### src/rtl/v_issue_ctrl.sv
// v_issue_ctrl: single-issue sequencer between the vector decoder and the
// vector functional units. Accepts one decoded instruction over valid/ready,
// latches the winning unit's opcode, holds that unit's gated-clock enable
// until its done pulse, then emits a one-cycle regfile write strobe.
//
// Ports:
//   clk, rst                     clock, synchronous active-high reset
//   instr_valid / instr_ready    decoder handshake (ready only in IDLE)
//   v_alu_op, is_mul, v_lsu_op,
//   v_sldu_op, v_red_op          unit requests (0 = none)
//   is_vconfig, v_reg_wr_en      CSR config instr, regfile write request
//   done_*                       unit completion pulses
//   *_clk_en                     BUFGCE enables, one-hot while executing
//   *_q                          latched opcodes of the accepted instruction
//   reg_wr_en, vconfig_wr_en     one-cycle write strobes
//   busy, timeout_err, illegal_err  status (errors sticky until rst)
module v_issue_ctrl #(
  parameter int TIMEOUT_CYCLES = 255
) (
  input  logic       clk,
  input  logic       rst,
  input  logic       instr_valid,
  output logic       instr_ready,
  input  logic [3:0] v_alu_op,
  input  logic       is_mul,
  input  logic [3:0] v_lsu_op,
  input  logic [2:0] v_sldu_op,
  input  logic [2:0] v_red_op,
  input  logic       is_vconfig,
  input  logic       v_reg_wr_en,
  input  logic       done_valu,
  input  logic       done_vmul,
  input  logic       done_vsldu,
  input  logic       done_vred,
  input  logic       done_vload,
  input  logic       done_store,
  output logic       valu_clk_en,
  output logic       vmul_clk_en,
  output logic       vsldu_clk_en,
  output logic       vred_clk_en,
  output logic       vlsu_clk_en,
  output logic [3:0] alu_op_q,
  output logic       mul_q,
  output logic [3:0] lsu_op_q,
  output logic [2:0] sldu_op_q,
  output logic [2:0] red_op_q,
  output logic       reg_wr_en,
  output logic       vconfig_wr_en,
  output logic       busy,
  output logic       timeout_err,
  output logic       illegal_err
);

  localparam int CW = $clog2(TIMEOUT_CYCLES + 1);
  localparam logic [CW-1:0] LAST_CNT = CW'(TIMEOUT_CYCLES - 1);

  typedef enum logic [1:0] {IDLE, EXEC, WB} state_e;
  typedef enum logic [2:0] {U_NONE, U_ALU, U_MUL, U_LOAD, U_STORE, U_SLDU, U_RED} unit_e;

  state_e          state;
  unit_e           unit_q;
  unit_e           sel;
  logic [CW-1:0]   cnt;
  logic            wr_q;
  logic            ready_q;
  logic [4:0]      clk_en_q;   // {vlsu, vred, vsldu, vmul, valu}
  logic            lsu_legal;
  logic            lsu_bad;
  logic [2:0]      n_req;
  logic            multi_req;
  logic            accept;
  logic            done_sel;

  assign lsu_legal = (v_lsu_op != 4'd0) && (v_lsu_op <= 4'd12);
  assign lsu_bad   = (v_lsu_op >= 4'd13);
  // An illegal LSU opcode still counts as a request when detecting conflicts.
  assign n_req     = 3'(v_red_op != 3'd0) + 3'(v_sldu_op != 3'd0) + 3'(v_lsu_op != 4'd0)
                   + 3'(is_mul) + 3'(v_alu_op != 4'd0);
  assign multi_req = (n_req > 3'd1);
  assign accept    = instr_valid & ready_q;

  // Fixed-priority winner: VRED > VSLDU > VLSU > VMUL > VALU. An illegal LSU
  // opcode drops out, letting a lower-priority request win.
  always_comb begin
    // NOTE: every always_comb output gets a default first so no path can leave it unassigned and infer a latch.
    sel = U_NONE;
    if (v_red_op != 3'd0)        sel = U_RED;
    else if (v_sldu_op != 3'd0)  sel = U_SLDU;
    else if (lsu_legal)          sel = (v_lsu_op >= 4'd7) ? U_STORE : U_LOAD;
    else if (is_mul)             sel = U_MUL;
    else if (v_alu_op != 4'd0)   sel = U_ALU;
  end

  always_comb begin
    done_sel = 1'b0;
    case (unit_q)
      U_ALU:   done_sel = done_valu;
      U_MUL:   done_sel = done_vmul;
      U_SLDU:  done_sel = done_vsldu;
      U_RED:   done_sel = done_vred;
      U_LOAD:  done_sel = done_vload;
      U_STORE: done_sel = done_store;
      default: done_sel = 1'b0;
    endcase
  end

  always_ff @(posedge clk) begin
    // NOTE: state is updated with non-blocking assignments so every register samples pre-edge values.
    if (rst) begin
      state         <= IDLE;
      unit_q        <= U_NONE;
      cnt           <= '0;
      wr_q          <= 1'b0;
      ready_q       <= 1'b0;
      clk_en_q      <= '0;
      alu_op_q      <= '0;
      mul_q         <= 1'b0;
      lsu_op_q      <= '0;
      sldu_op_q     <= '0;
      red_op_q      <= '0;
      reg_wr_en     <= 1'b0;
      vconfig_wr_en <= 1'b0;
      timeout_err   <= 1'b0;
      illegal_err   <= 1'b0;
    end else begin
      reg_wr_en     <= 1'b0;
      vconfig_wr_en <= 1'b0;
      case (state)
        IDLE: begin
          ready_q <= 1'b1;
          if (accept) begin
            illegal_err <= illegal_err | multi_req | lsu_bad;
            unit_q      <= sel;
            alu_op_q    <= (sel == U_ALU) ? v_alu_op : 4'd0;
            mul_q       <= (sel == U_MUL);
            lsu_op_q    <= (sel == U_LOAD || sel == U_STORE) ? v_lsu_op : 4'd0;
            sldu_op_q   <= (sel == U_SLDU) ? v_sldu_op : 3'd0;
            red_op_q    <= (sel == U_RED) ? v_red_op : 3'd0;
            // Stores never write the vector regfile.
            wr_q        <= v_reg_wr_en & (sel != U_STORE) & (sel != U_NONE);
            cnt         <= '0;
            clk_en_q    <= {sel == U_LOAD || sel == U_STORE, sel == U_RED,
                            sel == U_SLDU, sel == U_MUL, sel == U_ALU};
            if (sel != U_NONE) begin
              state   <= EXEC;
              ready_q <= 1'b0;
            end else begin
              vconfig_wr_en <= is_vconfig;
            end
          end
        end
        EXEC: begin
          cnt <= cnt + CW'(1);
          if (done_sel) begin
            state     <= WB;
            clk_en_q  <= '0;
            reg_wr_en <= wr_q;
          end else if (cnt == LAST_CNT) begin
            // Abort: skip WB, drop the instruction without writing.
            state       <= IDLE;
            ready_q     <= 1'b1;
            clk_en_q    <= '0;
            timeout_err <= 1'b1;
            unit_q      <= U_NONE;
            wr_q        <= 1'b0;
            alu_op_q    <= '0;
            mul_q       <= 1'b0;
            lsu_op_q    <= '0;
            sldu_op_q   <= '0;
            red_op_q    <= '0;
          end
        end
        WB: begin
          state   <= IDLE;
          ready_q <= 1'b1;
        end
        default: state <= IDLE;
      endcase
    end
  end

  assign instr_ready  = ready_q;
  assign busy         = (state != IDLE);
  assign valu_clk_en  = clk_en_q[0];
  assign vmul_clk_en  = clk_en_q[1];
  assign vsldu_clk_en = clk_en_q[2];
  assign vred_clk_en  = clk_en_q[3];
  assign vlsu_clk_en  = clk_en_q[4];

endmodule

### config.mk
export PLATFORM = sky130hd
export DESIGN_NAME = v_issue_ctrl
export DESIGN_NICKNAME = d
export VERILOG_FILES = /design/src/rtl/v_issue_ctrl.sv
export SDC_FILE = /design/constraint.sdc
export NUM_CORES = 1
export LEC_CHECK = 0
export CAP_MARGIN = 5
export CORE_MARGIN = 4
export CORE_UTILIZATION = 40
export CTS_BUF_LIST = sky130_fd_sc_hd__clkbuf_4
export DETAILED_ROUTE_END_ITERATION = 16
export GPL_TIMING_DRIVEN = 0
export PLACE_DENSITY = 0.72
export SYNTH_ARGS = -nofsm -noshare
export SYNTH_HDL_FRONTEND = slang
export SYNTH_SLANG_ARGS = --single-unit
### constraint.sdc
create_clock -name clk -period 4.1 [get_ports clk]
set_clock_uncertainty 0.2 [all_clocks]
set_input_delay 0.82 -clock clk [delete_from_list [all_inputs] [get_ports clk]]
set_output_delay 0.82 -clock clk [all_outputs]
set_load 0.1 [all_outputs]
# Word level (Yosys, flattened, before mapping)
# Cells that the tools add are included.
dict set report word_totals {
  mem_bits_rw 0
  n_memories 0
  latchBits 0
  romBits 0
  out_inout_bits 26
  elab_cells 121
  ff_bits 39
}
dict set report classes {
  n_addsub 5
  bitwise 9
  n_reduce_logical 20
  shifts 0
  multipliers 0
  magnitude_cmp 4
  eq_ne 21
  div_mod_pow 0
  n_mux 47
}
# op count
set op_table {}
lappend op_table {{two-way mux 3 bit} 11}
lappend op_table {{two-way mux 4 bit} 6}
lappend op_table {{== test 3 bit, second input constant} 6}
lappend op_table {{one-hot mux 3 bit (2 select lines)} 3}
lappend op_table {{one-hot mux 4 bit (2 select lines)} 2}
lappend op_table {{one-hot mux 8 bit (2 select lines)} 1}
lappend op_table {{two-way mux 5 bit} 3}
lappend op_table {{== test 3 x 2 -> 1 bit, second input constant} 4}
lappend op_table {{AND reduction 3 bit} 4}
lappend op_table {{nonzero test 3 bit} 4}
lappend op_table {{two-way mux 2 bit} 5}
lappend op_table {{one-hot mux 5 bit (2 select lines)} 1}
lappend op_table {{two-way mux 1 bit} 9}
lappend op_table {{adder 8 x 1 -> 8 bit, second input constant} 1}
lappend op_table {{== test 8 bit, second input constant} 1}
lappend op_table {{two-way mux 8 bit} 1}
lappend op_table {{inequality test 2 bit, second input constant} 4}
lappend op_table {{nonzero test 4 bit} 2}
lappend op_table {{adder 3 x 1 -> 3 bit} 2}
lappend op_table {{== test 3 x 1 -> 1 bit, second input constant} 2}
lappend op_table {{inequality test 3 bit, second input constant} 2}
lappend op_table {{one-hot mux 1 bit (6 select lines)} 1}
lappend op_table {{greater-or-equal comparator 4 x 3 -> 1 bit, second input constant} 1}
lappend op_table {{greater-or-equal comparator 4 bit, second input constant} 1}
lappend op_table {{20 further kinds} 29}

# Logic depth before layout (Yosys ltp)
# Gate-level depths: netlist of run 1.
dict set report depth {
  depth_word 11
  mapped_depth 9
  mapped_depth_nobuf 8
}

# Worst setup path before layout of run 1
# No wires, ideal clock.
dict set report synth_timing {
  kind {input to register}
  start {in v_lsu_op[0]}
  end {reg illegal_err}
  required_ns 3.772
  n_path_buf 0
  path_slack_ns 1.251
  t_arrival_ns 2.522
  path_stages 7
  cell_sequence {or4_4 > fa_1 > ha_1 > inv_1 > o211ai_1 > a41oi_1 > nor2_1}
}
dict set report synth_between {
  elab_chain_cells 7
  word_cells_on_any_way 8
}
# element line
set synth_rtl {}
lappend synth_rtl {{start, declared} 26} ;# input logic [3:0] v_lsu_op,
lappend synth_rtl {{nonzero test 4 bit} 77} ;# assign n_req = 3'(v_red_op != 3'd0) + 3'(v_sldu_op != 3'd0) + 3'(v_lsu_op != 4'd0)
lappend synth_rtl {{adder 2 x 1 -> 3 bit} 77}
lappend synth_rtl {{adder 3 x 1 -> 3 bit (2 in series)} 78} ;# + 3'(is_mul) + 3'(v_alu_op != 4'd0);
lappend synth_rtl {{greater-than comparator 3 x 1 -> 1 bit} 79} ;# assign multi_req = (n_req > 3'd1);
lappend synth_rtl {{OR 1 bit} 132} ;# illegal_err <= illegal_err | multi_req | lsu_bad;
lappend synth_rtl {{OR 1 bit *} 132}
lappend synth_rtl {{end signal, assigned} 132}
lappend synth_rtl {{end, declared} 51} ;# output logic illegal_err
# Mark *: on every way between the ends. The rest lies on a longest branch, timed or not.
# A chain may end at the register's enable or synchronous reset.

# Final worst setup path of run 1
dict set report layout_timing {
  start {reg state[0]}
  end {out busy}
}
dict set report layout_between {
  elab_chain_cells 1
}
# element line
set layout_rtl {}
lappend layout_rtl {{start, declared} 60} ;# state_e state;
lappend layout_rtl {{start signal, assigned} 110} ;# state <= IDLE;
lappend layout_rtl {{start signal, assigned} 145} ;# state <= EXEC;
lappend layout_rtl {{start signal, assigned} 155} ;# state <= WB;
lappend layout_rtl {{nonzero test 2 bit} 183} ;# assign busy = (state != IDLE);
lappend layout_rtl {{end, declared} 49} ;# output logic busy,
# No other way between the ends.

==> results.sh, run 1 <==
export IMPL_slew_violations=0
export IMPL_timing_final_crit_share_pct=84.08
export IMPL_syn_area_per_cell_sq_um=9.043
export IMPL_port_buffers=51
export IMPL_tightestPinTransition_ns=0.9954
export IMPL_synth_area_leaders="dfxtp_1 43%, nor2_1 4.5%, ha_1 4.1%"
export IMPL_required_ns=3.08
export IMPL_rows=24
export IMPL_ys_ff_latch=39
export IMPL_critical_path_max_stage_delay_ns=1.15
export IMPL_power_switching_w=0.0002510
export IMPL_grt_pass1_vias=1614
export IMPL_async_flop_share_pct=0
export IMPL_rsz0062_at_grt="no"
export IMPL_hold_buffers=0
export IMPL_place_congestion=0.9053
export IMPL_dp_hpwl_mm=3.428
export IMPL_syn_inst=202
export IMPL_vias=1712
export IMPL_finalSetupTns_ns=0
export IMPL_cts_sinks=39
export IMPL_drt_iter0_drc=138
export IMPL_slowest_stage="clkdlybuf4s50_1"
export IMPL_yosys_area_top_type="dfxtp_1"
export IMPL_hold_ws_ns=0.2591
export IMPL_cts_setup_buffers=0
export IMPL_avgViaCountPerCell=5.470
export IMPL_mostFrequentLayoutCell="clkdlybuf4s50_1"
export IMPL_antenna_found_initial=0
export IMPL_drive_gt1_share_pct=8.812
export IMPL_final_cell_mix="51 x clkdlybuf4s50_1, 39 x dfxtp_1, 22 x nor2_1, 16 x nand2_1, 15 x nand3_1"
export IMPL_fillers=424
export IMPL_pwr_share_comb_pct=22.4
export IMPL_grt_pass1_wl_mm=7.300
export IMPL_core_sq_um=4384
export IMPL_crit_top_cell="inv_1"
export IMPL_start_util_pct=41.67
export IMPL_ant_nets=0
export IMPL_synth_top_area_share_pct=42.74
export IMPL_setup_viol=0
export IMPL_grt_util_all_layers_pct=16.48
export IMPL_synth_edf_count=0
export IMPL_clock_path_buffers=2
export IMPL_p_sw_share_pct=32.83
export IMPL_die_y_um=75.58
export IMPL_synthFlopType="dfxtp_1"
export IMPL_drt_total_wl_mm=4.371
export IMPL_synthDistinctLibCells=49
export IMPL_syn_area_sq_um=1827
export IMPL_vdd_ir_drop_max_mv=0.1959
export IMPL_ios=52
export IMPL_insertion_delay_ns=0.35
export IMPL_path_class="reg -> out"
export IMPL_drc=0
export IMPL_seq_power_share_pct=51.8
export IMPL_grt_max_degree=14
export IMPL_p_per_area_nw_per_um2=310.8
export IMPL_clk_pin_slew_worst_paths_ns=0.13
export IMPL_crit_chain="inv_1 > ha_1 > inv_1 > clkdlybuf4s50_1"
export IMPL_fin_crit_ns=3.447
export IMPL_cts_made_buffers=5
export IMPL_fmax_mhz=290.1
export IMPL_status="completed"
export IMPL_timing_slew_headroom_pct=33.43
export IMPL_intPower_w=0.0005135
export IMPL_finalHoldViolCount=0
export IMPL_grt_overflow=0
export IMPL_synth_nets=235
export IMPL_area_delta_synth_final_pct=34.66
export IMPL_end_kind="primary output"
export IMPL_hold_path_class="reg -> reg"
export IMPL_first_pass_iters=4
export IMPL_ctsResizeCount=0
export IMPL_ys_seq_area_share_pct=42.74
export IMPL_fin_nets=293
export IMPL_tritoncts="yes"
export IMPL_cap_viol_max_count=0
export IMPL_die_w_um=75.58
export IMPL_path_max_fanout=5
export IMPL_p_clk_share_pct=25.8
export IMPL_dieArea_sq_um=5712
export IMPL_p_leak_nw=0.8624
export IMPL_clock_root_buffer="clkbuf_4"
export IMPL_htree_levels=2
export IMPL_crit_arrival_ns=2.43
export IMPL_startpoint_type="flop"
export IMPL_yosys_warnings=0
export IMPL_diodes=0
export IMPL_wl_per_cell_um=13.96
-- synth_stat cells (2+ instances only) --
cell type	count
a21oi_1	9
a22oi_1	8
a31o_2	2
a31oi_1	2
a32o_1	4
a41oi_1	2
clkbuf_1	4
dfxtp_1	39
ha_1	6
inv_1	10
mux2i_1	2
nand2_1	16
nand3_1	15
nand4_1	5
nor2_1	22
nor3_1	4
nor4_1	3
o211ai_1	3
o21ai_0	5
o21ai_1	6
or3_1	3
xor2_1	5
-- state kept, by name, indices dropped and copies added (netlist names), 2 cells and up --
name and flops:
sldu_op_q 3, alu_op_q 4, red_op_q 3, state 2, lsu_op_q 4, clk_en_q 5, unit_q 3, cnt 8
-- metal layers --
layer / track usage [%] / part of all wire (%) / vias up / wire length (um)
li1: - / - / 859 / -
met1: 20.57 / 44 / 801 / 1925
met2: 28.48 / 50 / 46 / 2180
met3: 4.354 / 5.2 / 6 / 227
met4: 3.689 / 0.87 / 0 / 38
met5: 0 / 0 / - / 0
-- cells by family after synthesis --
logic type | synth area share [%]
buffers and inverters | 4.178
AO/OA/AOI/OAI | 20.75
XOR/XNOR | 2.397
flip-flops | 42.74
AND/OR/NAND/NOR | 21.78
multiplexers | 2.945
adder cells (fa/ha/maj) | 5.205
-- final timing paths --
path / start / to / slack, ns / cells after the start
setup reg to reg: state[1] / sldu_op_q[0] / 1.59 / 8
setup / recovery: state[0] / busy / 0.65 / 4
hold / removal: wr_q / wr_q / 0.26 / 2
hold reg to reg: wr_q / wr_q / 0.26 / 2
-- worst max-delay path: cells and delay by family, from the launching register on --
kind	cells	cell delay, ns
fa+ha+maj	1	0.28
buf+inv	3	1.38
flops	1	0.42
-- power groups by stage --
stage	Combinational, W	Clock, W	Sequential (W)
floorplan	0.0000730	0	0.000441
global placement	0.000170	0	0.000404
detailed placement	0.000171	0	0.000404
CTS	0.000172	0.000206	0.000396
global route	0.000184	0.000220	0.000398
finish	0.000171	0.000197	0.000396
-- per-stage QoR --
step	total power [W]	area, sq um	cells	worst slack [ns]	utilization, %
global route	0.0008019	2460	313	0.5648	56.11
detailed placement	0.0005757	2402	305	0.6166	54.79
floorplan	0.0005143	1827	202	1.251	-
global placement	0.0005743	2402	305	0.6199	54.79
finish	0.0007645	2460	313	0.6526	56.11
CTS	0.0007741	2460	313	0.6579	56.11
-- final cells by class --
class / instances / area, sq um / share of cell area (%)
multi-input cells: 146 / 969.7 / 39.42
well taps: 52 / 65.06 / 2.645
clock buffers: 5 / 37.54 / 1.526
inverters: 10 / 37.54 / 1.526
plain buffers: 7 / 38.79 / 1.577
clock inverters: 3 / 20.02 / 0.8138
flip-flops and latches: 39 / 780.7 / 31.74
repair buffers: 51 / 510.5 / 20.75
Note: power is estimated with default switching activity, not from simulation.
==> inputs of run 2 (changes only) <==
- PLACE_DENSITY: 0.72 -> 0.75
- clock period: 4.1 -> 2.91 ns (I/O delays scaled with it)
==> run 2 against run 1 <==
Net effect:
- sequential share of layout area fell by 0.63 points
- worst setup slack worse by 0.51 ns
- power rose by 64%
- register-to-register slack lost 1.2 ns
- wire length grew 2.9%
- non-clock buffer count did not move
- critical path depth rose by 4
- via count shrank 1.2%
- sequential power increased by 41%
- final area grew 2.0%
- utilization increased by 1.1 points
- combinational power is 40% higher
==> results.sh, run 2 (synthesis results as in run 1) <==
export IMPL_pwr_share_comb_pct=19.1
export IMPL_port_buffers=51
export IMPL_postLayoutCellArea_sq_um=2510
export IMPL_worstSetupStartpoint="v_lsu_op[2]"
export IMPL_cts_setup_buffers=0
export IMPL_grt_util_all_layers_pct=17.02
export IMPL_grt_overflow=0
export IMPL_fin_crit_ns=2.769
export IMPL_clock_root_buffer="clkbuf_4"
export IMPL_die_w_um=75.58
export IMPL_rows=24
export IMPL_intPower_w=0.0008963
export IMPL_finalSetupTns_ns=0
export IMPL_grt_pass1_vias=1638
export IMPL_end_kind="flop"
export IMPL_status="completed"
export IMPL_insertion_delay_ns=0.35
export IMPL_finalHoldViolCount=0
export IMPL_setup_viol=0
export IMPL_clk_pin_slew_worst_paths_ns=0.13
export IMPL_fin_nets=293
export IMPL_top_register="cnt"
export IMPL_drive_gt1_share_pct=9.195
export IMPL_drt_total_wl_mm=4.497
export IMPL_timing_final_crit_share_pct=95.17
export IMPL_diodes=0
export IMPL_ant_nets=0
export IMPL_dp_hpwl_mm=3.459
export IMPL_rsz0062_at_grt="no"
export IMPL_antenna_found_initial=0
export IMPL_ios=52
export IMPL_required_ns=2.94
export IMPL_seq_power_share_pct=44.5
export IMPL_drt_iter0_drc=109
export IMPL_cts_sinks=39
export IMPL_p_per_area_nw_per_um2=499.9
export IMPL_final_cell_mix="47 x clkdlybuf4s50_1, 39 x dfxtp_1, 22 x nor2_1, 16 x nand2_1, 15 x nand3_1"
export IMPL_cts_made_buffers=5
export IMPL_die_y_um=75.58
export IMPL_total_power_w=0.001255
export IMPL_timing_slew_headroom_pct=33.99
export IMPL_pre_cts_ws_ns=-0.3230
export IMPL_path_max_fanout=6
export IMPL_tightestPinTransition_ns=0.9870
export IMPL_timing_rr_start="state[1]"
export IMPL_worstHoldStart="wr_q"
export IMPL_path_class="in -> reg"
export IMPL_vias=1692
export IMPL_clock_path_buffers=2
export IMPL_p_clk_share_pct=36.4
export IMPL_p_leak_nw=0.9151
export IMPL_startpoint_type="input pin"
export IMPL_vdd_ir_drop_max_mv=0.3324
export IMPL_core_sq_um=4384
export IMPL_drc=0
export IMPL_grt_max_degree=14
export IMPL_wl_per_cell_um=14.37
export IMPL_hold_buffers=0
export IMPL_worst_slack_ns=0.1405
export IMPL_cap_viol_max_count=0
export IMPL_hold_ws_ns=0.2577
export IMPL_slew_violations=0
export IMPL_place_congestion=0.9034
export IMPL_start_util_pct=41.67
export IMPL_tritoncts="yes"
export IMPL_power_switching_w=0.0003584
export IMPL_placedInstanceArea_sq_um=2402
export IMPL_largest_reg_flops=8
export IMPL_crit_arrival_ns=2.80
export IMPL_dieArea_sq_um=5712
export IMPL_area_delta_synth_final_pct=37.40
export IMPL_p_sw_share_pct=28.56
export IMPL_mostFrequentLayoutCell="clkdlybuf4s50_1"
export IMPL_fmax_mhz=361.1
export IMPL_hold_path_class="reg -> reg"
export IMPL_grt_pass1_wl_mm=7.438
export IMPL_first_pass_iters=4
export IMPL_htree_levels=2
export IMPL_avgViaCountPerCell=5.406
export IMPL_reg_top3="cnt: 8 flops, clk_en_q: 5 flops"
==> run 2: changes by cell type in the layout (fill, tap and decap cells not counted) <==
cell / previous run / this run
bufinv_16: 0 / 2
clkbuf_2: 0 / 1
clkdlybuf4s50_1: 51 / 47
clkinv_2: 1 / 0
clkinvlp_4: 2 / 1
dlymetal6s2s_1: 0 / 3
==> run 2: layer usage <==
metal | track usage [%] | wire length [um] | vias to the layer above
li1 | - | - | 855
met1 | 21.61 | 1965 | 786
met2 | 27.23 | 2194 | 47
met3 | 5.145 | 293 | 4
met4 | 6.408 | 42 | 0
met5 | 0 | 0 | -
==> run 2: cell type report <==
| type | count | area [sq um] |
|---|---|---|
| buffer | 7 | 38.79 |
| clock buffer | 5 | 37.54 |
| clock inverter | 3 | 67.56 |
| fill | 407 | 1874 |
| inverter | 10 | 37.54 |
| multi-input combinational | 146 | 969.7 |
| sequential | 39 | 780.7 |
| tap | 52 | 65.06 |
| timing repair buffer | 51 | 513.0 |
==> run 2: final timing paths <==
| path | endpoint | slack, ns | cells past startpoint |
|---|---|---|---|
| worst min register to register | wr_q | 0.26 | 2 |
| worst max-delay path | illegal_err | 0.14 | 8 |
| worst max register to register | sldu_op_q[0] | 0.42 | 8 |
| worst min-delay path | wr_q | 0.26 | 2 |
==> run 2: metrics by stage <==
step	cells	utilization, %
global placement	305	54.79
detailed placement	305	54.79
CTS	313	57.16
finish	313	57.25
global route	313	57.25
floorplan	202	-
==> run 2: worst max-delay path, cell delays in order <==
cell and delay, ns:
clkdlybuf4s50_1 0.50, or4_4 0.49, fa_1 0.48, ha_1 0.30
inv_1 0.05, o211ai_1 0.10, a41oi_1 0.24, nor2_1 0.05
==> run 2: what timing repair did <==
action	4_1_cts	5_1_grt
setup endpoints to repair	1	2
resized for setup	1	5
pin swaps	0	1
==> run 2: power by group through the flow <==
stage,combinational [W],clock [W],sequential [W]
5_1_grt,0.000258,0.000487,0.000560
3_3_place_gp,0.000239,0,0.000570
2_1_floorplan,0.000103,0,0.000622
6_report,0.000240,0.000457,0.000558
4_1_cts,0.000240,0.000468,0.000558
3_5_place_dp,0.000240,0,0.000570
==> inputs of run 3 (changes only) <==
- CELL_PAD_IN_SITES_DETAIL_PLACEMENT: default -> 0
- CELL_PAD_IN_SITES_GLOBAL_PLACEMENT: default -> 1
- CORE_UTILIZATION: 40 -> 33
- PLACE_DENSITY: 0.75 -> 0.81
==> run 3 against run 2 <==
Net effect:
- sequential power hardly changed
- critical path depth stayed put
- utilization is 9.7 points lower
- clock power is 37% lower
- final area is 0.85% lower
- clock-buffer cell count is 1 higher
- wire length is 2.2% higher
- sequential share of layout area is 0.27 points higher
- global-route usage is 2.8 points lower
- non-clock buffer count stayed put
==> results.sh, run 3 (synthesis results as in run 1) <==
export IMPL_status="completed"
export IMPL_rsz0062_at_grt="no"
export IMPL_die_y_um=82.40
export IMPL_dieArea_sq_um=6790
export IMPL_p_per_area_nw_per_um2=437.1
export IMPL_placedInstanceArea_sq_um=2425
export IMPL_hold_ws_ns=0.2636
export IMPL_hold_path_class="reg -> reg"
export IMPL_reg_top3="cnt: 8 flops, clk_en_q: 5 flops"
export IMPL_place_congestion=0.7833
export IMPL_pre_cts_ws_ns=-0.3768
export IMPL_startpoint_type="input pin"
export IMPL_required_ns=3.01
export IMPL_drive_gt1_share_pct=9.579
export IMPL_finalHoldViolCount=0
export IMPL_htree_levels=2
export IMPL_cts_made_buffers=5
export IMPL_port_buffers=51
export IMPL_grt_pass1_vias=1538
export IMPL_ios=52
export IMPL_slew_violations=0
export IMPL_wl_per_cell_um=13.89
export IMPL_clock_path_buffers=2
export IMPL_setup_viol=0
export IMPL_insertion_delay_ns=0.35
export IMPL_tritoncts="yes"
export IMPL_die_w_um=82.40
export IMPL_vdd_ir_drop_max_mv=0.1720
export IMPL_rows=26
export IMPL_largest_reg_flops=8
export IMPL_antenna_found_initial=0
export IMPL_avgViaCountPerCell=5.027
export IMPL_path_max_fanout=6
export IMPL_worst_slack_ns=0.1333
export IMPL_clk_pin_slew_worst_paths_ns=0.13
export IMPL_fin_crit_ns=2.777
export IMPL_grt_pass1_wl_mm=7.452
export IMPL_postLayoutCellArea_sq_um=2489
export IMPL_grt_util_all_layers_pct=14.23
export IMPL_start_util_pct=34.88
export IMPL_crit_arrival_ns=2.88
export IMPL_cts_sinks=39
export IMPL_area_delta_synth_final_pct=36.23
export IMPL_mostFrequentLayoutCell="clkdlybuf4s50_1"
export IMPL_dp_hpwl_mm=3.548
export IMPL_core_sq_um=5238
export IMPL_hold_buffers=0
export IMPL_clock_root_buffer="clkbuf_4"
export IMPL_path_class="in -> reg"
export IMPL_timing_final_crit_share_pct=95.42
export IMPL_top_register="cnt"
export IMPL_fin_util_pct=47.52
export IMPL_fin_nets=293
export IMPL_vias=1664
export IMPL_drc=0
export IMPL_drt_total_wl_mm=4.596
export IMPL_final_cell_mix="47 x clkdlybuf4s50_1, 39 x dfxtp_1, 22 x nor2_1, 16 x nand2_1, 15 x nand3_1"
export IMPL_first_pass_iters=4
export IMPL_p_leak_nw=0.8880
export IMPL_cap_viol_max_count=0
export IMPL_tightestPinTransition_ns=0.9809
export IMPL_fmax_mhz=360.1
export IMPL_ant_nets=0
export IMPL_end_kind="flop"
export IMPL_drt_iter0_drc=69
export IMPL_grt_overflow=0
export IMPL_grt_max_degree=13
export IMPL_diodes=0
export IMPL_timing_slew_headroom_pct=34.40
-- run 3: cell types whose count changed in the layout (fill, tap and decap cells not counted) --
cell	change
dlymetal6s2s_1	-1
bufinv_16	-2
a41oi_2	+1
clkbuf_4	+1
a41oi_1	-1
clkinv_2	+1
dlygate4sd2_1	+1
-- run 3: report_power, final --
part / internal, W / total [W] / leakage, nW / switching [W]
sequential: 0.000547 / 0.000558 / 0.316 / 0.0000112
combinational: 0.0000825 / 0.000241 / 0.541 / 0.000158
clock: 0.000103 / 0.000289 / 0.0317 / 0.000186
total: 0.000732 / 0.00109 / 0.888 / 0.000356
-- run 3: cell type report --
class | count | area, sq um
well taps | 70 | 87.58
multi-input cells | 146 | 977.2
inverters | 10 | 37.54
repair buffers | 51 | 509.2
flip-flops and latches | 39 | 780.7
fillers | 525 | 2749
clock inverters | 2 | 12.51
plain buffers | 7 | 38.79
clock buffers | 6 | 45.04
-- run 3: timing repair --
item | CTS | global route
pin swaps | 0 | 1
resized for setup | 2 | 5
cloned | 0 | 0
endpoints found under the setup margin | 2 | 2
buffers inserted | 0 | 0
-- run 3: through the flow --
step | total power (W) | cells | setup TNS [ns]
after global placement | 0.0008114 | 323 | -1.057
after floorplan | 0.0007246 | 202 | 0
after CTS | 0.001097 | 331 | 0
after detailed placement | 0.0008118 | 323 | -1.149
after global routing | 0.001138 | 331 | 0
final | 0.001088 | 331 | 0
-- run 3: worst paths after layout --
check        depth (start not counted)            to  slack (ns)         from
min reg2reg                          2   lsu_op_q[0]        0.26  lsu_op_q[0]
max                                  8   illegal_err        0.13  v_lsu_op[2]
max reg2reg                          8  sldu_op_q[2]        0.42     state[1]
min                                  2   lsu_op_q[0]        0.26  lsu_op_q[0]
-- run 3: critical path, cell delays in order --
cell and delay (ns):
clkdlybuf4s50_1 0.49, or4_4 0.48, fa_1 0.48, ha_1 0.29
inv_1 0.03, o211ai_1 0.28, a41oi_2 0.15, nor2_1 0.09
-- run 3: metal layers --
layer / wire (um) / global-route usage (%)
met5: 0 / 0
met4: 61 / 4.485
met3: 201 / 3.254
met2: 2137 / 22.28
met1: 2196 / 19.32
